--- config.mk ---
export PLATFORM = sky130hd
export DESIGN_NAME = if_id_reg
export DESIGN_NICKNAME = d
export VERILOG_FILES = /design/src/rtl/if_id_reg.sv
export SDC_FILE = /design/constraint.sdc
export NUM_CORES = 1
export LEC_CHECK = 0
export ABC_AREA = 1
export CAP_MARGIN = 20
export CORE_ASPECT_RATIO = 1.2
export CORE_UTILIZATION = 47
export DETAILED_ROUTE_END_ITERATION = 8
export PLACE_DENSITY = 0.95
export SYNTH_ARGS = -nofsm -noshare
export SYNTH_HDL_FRONTEND = slang
export SYNTH_SLANG_ARGS = --single-unit
--- constraint.sdc ---
create_clock -name clk -period 2.1 [get_ports clk]
set_clock_uncertainty 0.1 [all_clocks]
set_input_delay 0.315 -clock clk [delete_from_list [all_inputs] [get_ports clk]]
set_output_delay 0.315 -clock clk [all_outputs]
set_load 0.005 [all_outputs]
--- src/rtl/if_id_reg.sv ---
// IF/ID pipeline register: captures the fetched word and PC into the decode stage,
// with stall, flush and optional fetch-address checking (define IF_EXC_CHECK_EN).
module if_id_reg #(
    parameter logic [31:0] PC_LO = 32'h0000_3000,
    parameter logic [31:0] PC_HI = 32'h0000_4FFC
) (
    input  logic        clk,
    input  logic        reset,
    input  logic [31:0] PC,
    input  logic [31:0] instr_in,
    input  logic        PC_en,
    input  logic        Exception,
    input  logic        nPC_sel_eret,
    input  logic        D_is_jb,
    output logic [31:0] IR_D,
    output logic [31:0] PC_D,
    output logic [31:0] PC8_D,
    output logic        BD_D,
    output logic [4:0]  ExcCode_D,
    output logic        valid_D
);

    typedef enum logic [1:0] {
        S_EMPTY,
        S_FULL,
        S_HELD
    } state_e;

    localparam logic [31:0] RESET_PC = 32'h0000_3000;
    localparam logic [4:0]  EXC_NONE = 5'd0;
    localparam logic [4:0]  EXC_ADEL = 5'd4;

    state_e      state_q, state_d;
    logic [31:0] ir_q, ir_d;
    logic [31:0] pc_q, pc_d;
    logic [31:0] pc8_q, pc8_d;
    logic        bd_q, bd_d;
    logic [4:0]  exc_q, exc_d;
    logic        valid_q, valid_d;

    logic        flush;
    logic        fetch_adel;

    assign flush = Exception | nPC_sel_eret;

`ifdef IF_EXC_CHECK_EN
    assign fetch_adel = (PC[1:0] != 2'b00) || (PC < PC_LO) || (PC > PC_HI);
`else
    assign fetch_adel = 1'b0;
`endif

    always_comb begin
        // NOTE: every next-state signal gets a hold default first, so no path infers a latch.
        state_d = state_q;
        ir_d    = ir_q;
        pc_d    = pc_q;
        pc8_d   = pc8_q;
        bd_d    = bd_q;
        exc_d   = exc_q;
        valid_d = valid_q;

        if (flush) begin
            state_d = S_EMPTY;
            ir_d    = 32'd0;
            pc_d    = PC;
            pc8_d   = PC + 32'd8;
            bd_d    = 1'b0;
            exc_d   = EXC_NONE;
            valid_d = 1'b0;
        end else if (PC_en) begin
            state_d = S_FULL;
            ir_d    = fetch_adel ? 32'd0 : instr_in;
            pc_d    = PC;
            pc8_d   = PC + 32'd8;
            bd_d    = D_is_jb;
            exc_d   = fetch_adel ? EXC_ADEL : EXC_NONE;
            valid_d = 1'b1;
        end else if (state_q == S_FULL) begin
            state_d = S_HELD;
        end
    end

    always_ff @(posedge clk) begin
        // NOTE: non-blocking assignments so every register updates from pre-edge values.
        if (reset) begin
            state_q <= S_EMPTY;
            ir_q    <= 32'd0;
            pc_q    <= RESET_PC;
            pc8_q   <= RESET_PC + 32'd8;
            bd_q    <= 1'b0;
            exc_q   <= EXC_NONE;
            valid_q <= 1'b0;
        end else begin
            state_q <= state_d;
            ir_q    <= ir_d;
            pc_q    <= pc_d;
            pc8_q   <= pc8_d;
            bd_q    <= bd_d;
            exc_q   <= exc_d;
            valid_q <= valid_d;
        end
    end

    assign IR_D      = ir_q;
    assign PC_D      = pc_q;
    assign PC8_D     = pc8_q;
    assign BD_D      = bd_q;
    assign ExcCode_D = exc_q;
    assign valid_D   = valid_q;

endmodule

==> metrics.yaml <==
yosys:
  synth.distinct_cells: 33
  syn_area_um2: 4250
  synth_seq_cells: 95
  yosysWarningCount: 0
  synth-seq-area-share: 0.447
  synth_area_per_cell_um2: 7.04
  synth_cells: 604
critical_path:
  cp-start-kind: "flop"
  cp_num_cells: 1
  rr_worst_depth: 4
  slowest_delay_ns: 0.54
  cp.required_ns: 1.68
  end_kind: "output port"
  crit_start: "PC8_D[17]"
  cp.buffers_inverters: 1
  cp_top_family: "buffers and inverters"
  path_class: "flop to output port"
  r2r_start: "PC8_D[13]"
  crit_arrival_ns: 1.31
  critPathMaxFanout: 2
  reg2reg_to: "PC8_D[13]"
  slowest_stage: "clkdlybuf4s50_1"
  crit_chain: "clkdlybuf4s50_1"
  worst-r2r-setup-slack_ns: 1.22
  crit_end: "PC8_D[17]"
grt:
  grt_antenna_before_repair: 0
  grt_usage: 0.291
  grt_pass1_vias: 4583
  grt_remaining_overflow: 0
  grt_pass1_wl_um: 21200
  grt_max_degree: 71
clock_tree:
  clock_sinks: 95
  cts_made_buffers: 9
  cts_root_buf: "clkbuf_8"
  postCtsSetupRepairBufs: 0
  cts_hold_buf: 0
  path_clk_slew_ns: 0.09
  cts_tree: "built"
  cts_buffer_depth: 2
  clk_latency_ns: 0.37
  ctsResizeCount: 0
  htreeDepth: 3
detailed_routing:
  vias_per_cell: 5.21
  vias: 4604
  avgRoutedWirePerCell_um: 14.8
  drc: 0
  ant_nets: 0
  drtPass1Iterations: 5
  detail_route.wirelength_um: 13100
  first_iter_violations: 258
power_and_ir_drop:
  power_density_nw_per_um2: 599
  ir_drop_mv: 0.367
  power_leakage_uw: 0.00254
floorplan:
  die_y_um: 106
  start_util: 0.491
  die-area_um2: 9430
  die_w_um: 88.8
  coreArea_um2: 8660
  rows: 37
  io_pins: 173
timing:
  hold_viol: 0
  finalSetupViolations: 0
  tns_ns: 0
  grt_setup_unrepaired: "no"
  period_share: 0.821
  fmax_mhz: 580
  final.min_clock_period_ns: 1.72
  fin_hold_ws_ns: 0.364
  maxSlewViolCount: 0
  setup_slack_ns: 0.375
outcome:
  status: "complete, no violations"
run:
  drv_cap: 0
layout:
  mostFrequentLayoutCells: "180 x nand2_1, 167 x clkdlybuf4s50_1, 95 x dfxtp_1"
  nNetsFinal: 832
  syn_to_final_growth_pct: 44.8
  instances_no_fill: 883
  diodes: 0
  drive_above_1_share: 0.0640
  final_common_cell: "nand2_1"
  fin_util: 0.711
placement:
  place_inst: 867
  hpwlAfterDp_um: 9910
  port_buffers: 167
  place.gp.congestion: 0.999
  dp_slack_ns: -0.00412
hold_path:
  holdCritPathClass: "flop to flop"
## routing by layer
layer | up-vias | GRT usage | share of wire
met5 | - | 0 | 0
met4 | 0 | 0.165 | 0.039
met3 | 39 | 0.0769 | 0.099
met2 | 249 | 0.495 | 0.50
met1 | 2086 | 0.323 | 0.37
li1 | 2230 | - | -
## report_power, final
| part | switching, uW | leakage (uW) | internal (uW) | total (uW) |
|---|---|---|---|---|
| registers | 51.4 | 0.000784 | 1890 | 1940 |
| logic | 308 | 0.00168 | 371 | 679 |
| clock network | 643 | 0.0000781 | 424 | 1070 |
## final cells by class
type	instances	area (um2)
Clock buffer	10	128
Clock inverter	6	37.5
Fill cell	708	2500
Inverter	35	136
Multi-Input combinational cell	441	2000
Sequential cell	95	1900
Tap cell	117	146
Timing Repair Buffer	179	1810
## cell usage after synthesis (all sizes together)
cell type,number,area (um2)
dlygate4sd1,1,8.76
nand3b,1,7.51
ha,1,12.5
conb,1,3.75
nor2,104,470
xnor2,1,8.76
buf,20,155
clkbuf,16,70.1
nand4,1,6.26
dfxtp,95,1900
o21ai,39,195
o21a,2,15.0
nor3,4,20.0
o211ai,3,22.5
inv,35,136
nand2,186,737
nand3,33,165
a21oi,55,275
o21bai,2,15.0
a31oi,2,12.5
o31ai,1,7.51
and2,1,6.26
## per-stage QoR
stage | power [uW] | cell area, um2
floorplan | 2250 | 4270
global placement | 2640 | 5990
detailed placement | 2660 | 5990
CTS | 3700 | 6160
global route | 3850 | 6160
finish | 3690 | 6160
## kinds of logic after synthesis
logic type               synth area share
AND/OR/NAND/NOR                     0.332
other                            0.000882
adder cells (fa/ha/maj)           0.00294
flip-flops                          0.447
XOR/XNOR                          0.00206
AO/OA/AOI/OAI                       0.128
buffers and inverters              0.0871
## tightest hold or removal path, delay by kind of cell, from the launching register on
| family | cells | cell delay (ns) |
|---|---|---|
| simple gates | 1 | 0.06 |
| compound gates | 1 | 0.05 |
| flops | 1 | 0.31 |
## how the worst min path moves through the flow
stage	start	end	cells after the start
after floorplan	reset	PC8_D[14]	1
after global placement	PC_D[13]	PC_D[13]	2
after detailed placement	PC_D[13]	PC_D[13]	2
after CTS	IR_D[0]	IR_D[0]	2
after global routing	IR_D[0]	IR_D[0]	2
final	IR_D[0]	IR_D[0]	2
## registers in the layout (all words and copies together) (netlist names)
name,count
PC_D,32
BD_D,1
PC8_D,29
valid_D,1
IR_D,32
(Power assumes the default switching activity.)
